File: src/rtl/ahb_master_arbiter.sv
// Two-master AHB-Lite arbiter: m0 (instruction cache) and m1 (data side) share one master port.
// Define ARB_ROUND_ROBIN_EN for round-robin tie-breaking; otherwise m0 wins every tie.
module ahb_master_arbiter #(
  parameter int ADDR_W = 32
) (
  input  logic              HCLK,
  input  logic              HRESETn,
  input  logic [ADDR_W-1:0] m0_haddr,
  input  logic [1:0]        m0_htrans,
  input  logic [2:0]        m0_hsize,
  input  logic              m0_hwrite,
  input  logic [31:0]       m0_hwdata,
  output logic              m0_hready,
  output logic [31:0]       m0_hrdata,
  input  logic [ADDR_W-1:0] m1_haddr,
  input  logic [1:0]        m1_htrans,
  input  logic [2:0]        m1_hsize,
  input  logic              m1_hwrite,
  input  logic [31:0]       m1_hwdata,
  output logic              m1_hready,
  output logic [31:0]       m1_hrdata,
  output logic [ADDR_W-1:0] HADDR,
  output logic [1:0]        HTRANS,
  output logic [2:0]        HSIZE,
  output logic              HWRITE,
  output logic [31:0]       HWDATA,
  input  logic [31:0]       HRDATA,
  input  logic              HREADY,
  output logic              arb_owner,
  output logic              arb_busy
);

  localparam logic [1:0] TR_IDLE   = 2'b00;
  localparam logic [1:0] TR_NONSEQ = 2'b10;

  logic       sel;
  logic       sel_q;
  logic       owner_valid;
  logic       dp_owner;
  logic       dp_valid;
  logic       tie_winner;
  logic       req0;
  logic       req1;
  logic [1:0] own_trans;
  logic [1:0] fwd_trans;

`ifdef ARB_ROUND_ROBIN_EN
  logic rr_ptr;

  assign tie_winner = rr_ptr;

  // Pointer names the master that lost the most recent change of ownership.
  always_ff @(posedge HCLK) begin
    if (!HRESETn) begin
      rr_ptr <= 1'b0;
    end else if (HREADY && (sel != sel_q)) begin
      rr_ptr <= ~sel;
    end
  end
`else
  assign tie_winner = 1'b0;
`endif

  always_comb begin
    req0      = (m0_htrans == TR_NONSEQ);
    req1      = (m1_htrans == TR_NONSEQ);
    own_trans = sel_q ? m1_htrans : m0_htrans;
    sel       = sel_q;
    if (!HREADY) begin
      sel = sel_q;
    end else if (owner_valid && (own_trans != TR_IDLE)) begin
      sel = sel_q;
    end else if (req0 && req1) begin
      sel = tie_winner;
    end else if (req0) begin
      sel = 1'b0;
    end else if (req1) begin
      sel = 1'b1;
    end
    fwd_trans = sel ? m1_htrans : m0_htrans;
  end

  // sel_q only moves when HREADY is high, since sel falls back to sel_q otherwise.
  always_ff @(posedge HCLK) begin
    if (!HRESETn) begin
      sel_q       <= 1'b0;
      owner_valid <= 1'b0;
      dp_owner    <= 1'b0;
      dp_valid    <= 1'b0;
    end else begin
      sel_q <= sel;
      if (HREADY) begin
        owner_valid <= (fwd_trans != TR_IDLE);
        dp_owner    <= sel;
        dp_valid    <= fwd_trans[1];
      end
    end
  end

  always_comb begin
    HADDR     = '0;
    HTRANS    = TR_IDLE;
    HSIZE     = 3'b000;
    HWRITE    = 1'b0;
    HWDATA    = 32'h0;
    arb_owner = 1'b0;
    arb_busy  = 1'b0;
    m0_hready = HREADY;
    m1_hready = HREADY;
    m0_hrdata = HRDATA;
    m1_hrdata = HRDATA;
    if (HRESETn) begin
      HADDR     = sel ? m1_haddr  : m0_haddr;
      HTRANS    = fwd_trans;
      HSIZE     = sel ? m1_hsize  : m0_hsize;
      HWRITE    = sel ? m1_hwrite : m0_hwrite;
      HWDATA    = dp_valid ? (dp_owner ? m1_hwdata : m0_hwdata) : 32'h0;
      arb_owner = sel;
      arb_busy  = (fwd_trans != TR_IDLE);
      // A master with a pending request that is neither addressed nor in its data phase is stalled.
      m0_hready = ((dp_valid && !dp_owner) || !sel || (m0_htrans == TR_IDLE)) ? HREADY : 1'b0;
      m1_hready = ((dp_valid && dp_owner) || sel || (m1_htrans == TR_IDLE)) ? HREADY : 1'b0;
    end
  end

endmodule

File: config.mk
export PLATFORM = sky130hd
export DESIGN_NAME = ahb_master_arbiter
export DESIGN_NICKNAME = d
export VERILOG_FILES = /design/src/rtl/ahb_master_arbiter.sv
export SDC_FILE = /design/constraint.sdc
export NUM_CORES = 1
export LEC_CHECK = 0
export BUFFER_PORTS_ARGS = -buffer_cell sky130_fd_sc_hd__buf_2
export CAP_MARGIN = 20
export CORE_AREA = 2 2 123 125
export DETAILED_ROUTE_END_ITERATION = 6
export DIE_AREA = 0 0 125 127
export HOLD_SLACK_MARGIN = 0.12
export SLEW_MARGIN = 20
export SYNTH_ARGS = -nofsm -noshare
export SYNTH_HDL_FRONTEND = slang
export SYNTH_SLANG_ARGS = --single-unit
File: constraint.sdc
create_clock -name HCLK -period 3.6 [get_ports HCLK]
set_input_delay 0.72 -clock HCLK [delete_from_list [all_inputs] [get_ports HCLK]]
set_output_delay 0.72 -clock HCLK [all_outputs]
set_load 0.02 [all_outputs]
==> out/metrics.yaml <==
synthesis:
  yosys-mux-area-fraction_pct: 34.78
  async_reset_ff_share_pct: 0
  avgSynthCellArea_um2: 6.641
  syn_area_um2: 1986
  synth_edf_count: 0
  yosys.area_share.xor_xnor_pct: 0
  ys_warn_count: 0
  synth_top_family_by_area: "multiplexers"
  synth_flop_cell: "dfxtp_1"
  synthSimpleGateAreaFrac_pct: 24.20
  seq_area_frac_synth_pct: 4.033
  synthesis.nets: 474
  syn_inst: 299
  ys_types: 27
  synthAdderAreaFrac_pct: 0
  ys_seq_elements: 4
  synth_compound_area_share_pct: 6.679
setup_path:
  crit_start: "m0_htrans[1]"
  r2r_setup_slack_ps: 2150
  rr_worst_depth: 4
  end_kind: "output port"
  cp-start-kind: "input port"
  worstReg2RegStart: "owner_valid"
  rr_endpoint: "sel_q"
  path_max_fanout: 16
  critPathKind: "in -> out"
  arrival_ps: 2300
  cp.required_ps: 2880
finish:
  final-seq-area_um2: 81.33
  multi_input_area_um2: 1304
  final_util_pct: 19.84
  diodes: 0
  design_area_um2: 2861
  layout-drive-gt1-share_pct: 52.74
  area_growth_pct: 44.11
  fillCellCount: 1653
  nets: 615
timing:
  worst_pin_slew_ps: 551.4
  final_max_slew_viol_count: 0
  timing.final.crit_share_pct: 83.97
  post-route-min-period_ps: 3023
  rsz0062_at_grt: "false"
  max_slew_margin_pct: 63.15
  max_freq_mhz: 330.8
  setup_tns_ps: 0
  setup_viol: 0
  clock_skew_ps: 1.047
  holdWs_ps: 550.2
  finalHoldViolCount: 0
power_and_ir_drop:
  clockPowerShare_pct: 30.8
  internal_power_w: 0.0003417
  comb_power_share_pct: 60.0
  swShare_pct: 38.42
  p_total_w: 0.0005549
  p_leak_nw: 1.743
  p_switching_w: 0.0002132
  pwr-share-seq_pct: 9.2
  vdd_drop_max_mv: 0.1175
  p_per_area_nw_per_um2: 193.9
cts:
  cts_buffer_depth: 2
  h-tree-depth: 1
  postCtsSetupBuffers: 0
  cts_buffers: 3
  clk_pin_slew_worst_paths_ps: 30
  cts_tree: "built"
  cts_root_buffer: "clkbuf_16"
  postCtsHoldBufs: 0
  cts.sinks: 4
  cts_resized: 0
  insertion_delay_ps: 220
hold_path:
  holdPathEnd: "owner_valid"
  min_delay_path_depth: 1
  hold_path.startpoint: "owner_valid"
  min_path_type: "reg -> reg"
die:
  coreArea_um2: 14420
  io_pins: 313
  die_w_um: 125
  initial_core_util_pct: 13.77
  die_area_um2: 15880
  rows: 44
  dieHeight_um: 127
routing:
  vias: 2385
  ant_nets: 0
  drcViolationCount: 0
  routed_wl_um: 7469
  wl_per_cell_um: 12.01
  drtIter0Drc: 33
  first_pass_iters: 4
  via_per_inst: 3.834
placed_design:
  port_buffers: 216
  post_dp_cell_area_um2: 2786
  hpwl_um: 6411
  gp_congestion: 0.7303
global_route:
  grt_use_total_pct: 8.691
  grt_pass1_vias: 2231
  grt-ovfl-total: 0
  grt_max_degree: 84
  antenna_found_initial: 0
  grt_first_pass_wirelength_um: 10880
status:
  status: "completed"
run:
  drv_cap: 0
[power groups by stage]
| stage | Sequential (W) | Combinational [W] | Clock [W] |
|---|---|---|---|
| 2_1_floorplan | 0.0000493 | 0.000298 | 0 |
| 3_5_place_dp | 0.0000513 | 0.000340 | 0 |
| 3_3_place_gp | 0.0000514 | 0.000338 | 0 |
| 6_report | 0.0000508 | 0.000333 | 0.000171 |
| 5_1_grt | 0.0000513 | 0.000367 | 0.000180 |
| 4_1_cts | 0.0000507 | 0.000341 | 0.000176 |
[cell families after synthesis]
kind of cell    after synthesis
simple gates                120
flops                         4
buf+inv                      88
mux                          69
compound gates               18
[cells in the mapped netlist (2+ instances only)]
cell      count  area share, %
nand2_1      78             15
clkbuf_1     14            2.6
o21ai_0       3           0.76
and2_1        2           0.63
nor2b_2       2           0.88
o21a_1        2           0.76
inv_1         2           0.38
dfxtp_1       4            4.0
mux2i_1      69             35
a31o_2        2           0.88
buf_4        66             25
buf_2         4            1.0
a21oi_1       3           0.76
nor2_1       34            6.4
o211ai_1      2           0.76
[worst max-delay path: stages]
cell and delay [ps]:
buf_2 100, nor2b_2 190, and4b_1 240, a21oi_4 420, buf_12 230, mux2i_1 190, buf_2 180
[worst max-delay path by stage]
stage	cells after the start	slack (ps)	to
after global routing	7	440	m0_hready
after floorplan	6	900	HADDR[20]
after detailed placement	7	490	m0_hready
after CTS	7	490	m0_hready
final	7	580	HADDR[29]
after global placement	7	550	m0_hready
[state kept, by name (all words and copies together) (netlist names)]
register,cells
sel_q,1
dp_owner,1
dp_valid,1
owner_valid,1
[metrics by stage]
step	setup WS (ps)	instances
floorplan	897.8	299
detailed placement	494.6	619
CTS	488.2	622
global placement	550.5	619
finish	576.9	622
global route	436.8	622
[placed cells by master (no fill, tap or decap), types with 2 or more instances in the layout]
cell type    n
buf_4        3
buf_12       3
inv_1        2
dfxtp_1      3
nor2_1      34
and2_1       2
o211ai_1     2
nor2b_2      2
a21oi_1      3
o21a_1       2
a31o_2       2
clkbuf_16    3
o21ai_0      3
mux2i_1     69
buf_2      216
nand2_1     78
[layer usage]
| metal | vias to the layer above | part of all wire, % | GRT usage, % |
|---|---|---|---|
| li1 | 1198 | - | - |
| met1 | 1005 | 34 | 7.765 |
| met2 | 151 | 50 | 16.69 |
| met3 | 31 | 12 | 3.476 |
| met4 | 0 | 4.0 | 4.706 |
| met5 | - | 0 | 0 |
[layout make-up]
cell class	instances	share of cell area, %
Multi-Input combinational cell	207	45.56
Timing Repair Buffer	222	40.66
Tap cell	184	8.045
Sequential cell	4	2.842
Clock buffer	3	2.624
Inverter	2	0.2624
Note: power is estimated with default switching activity, not from simulation.
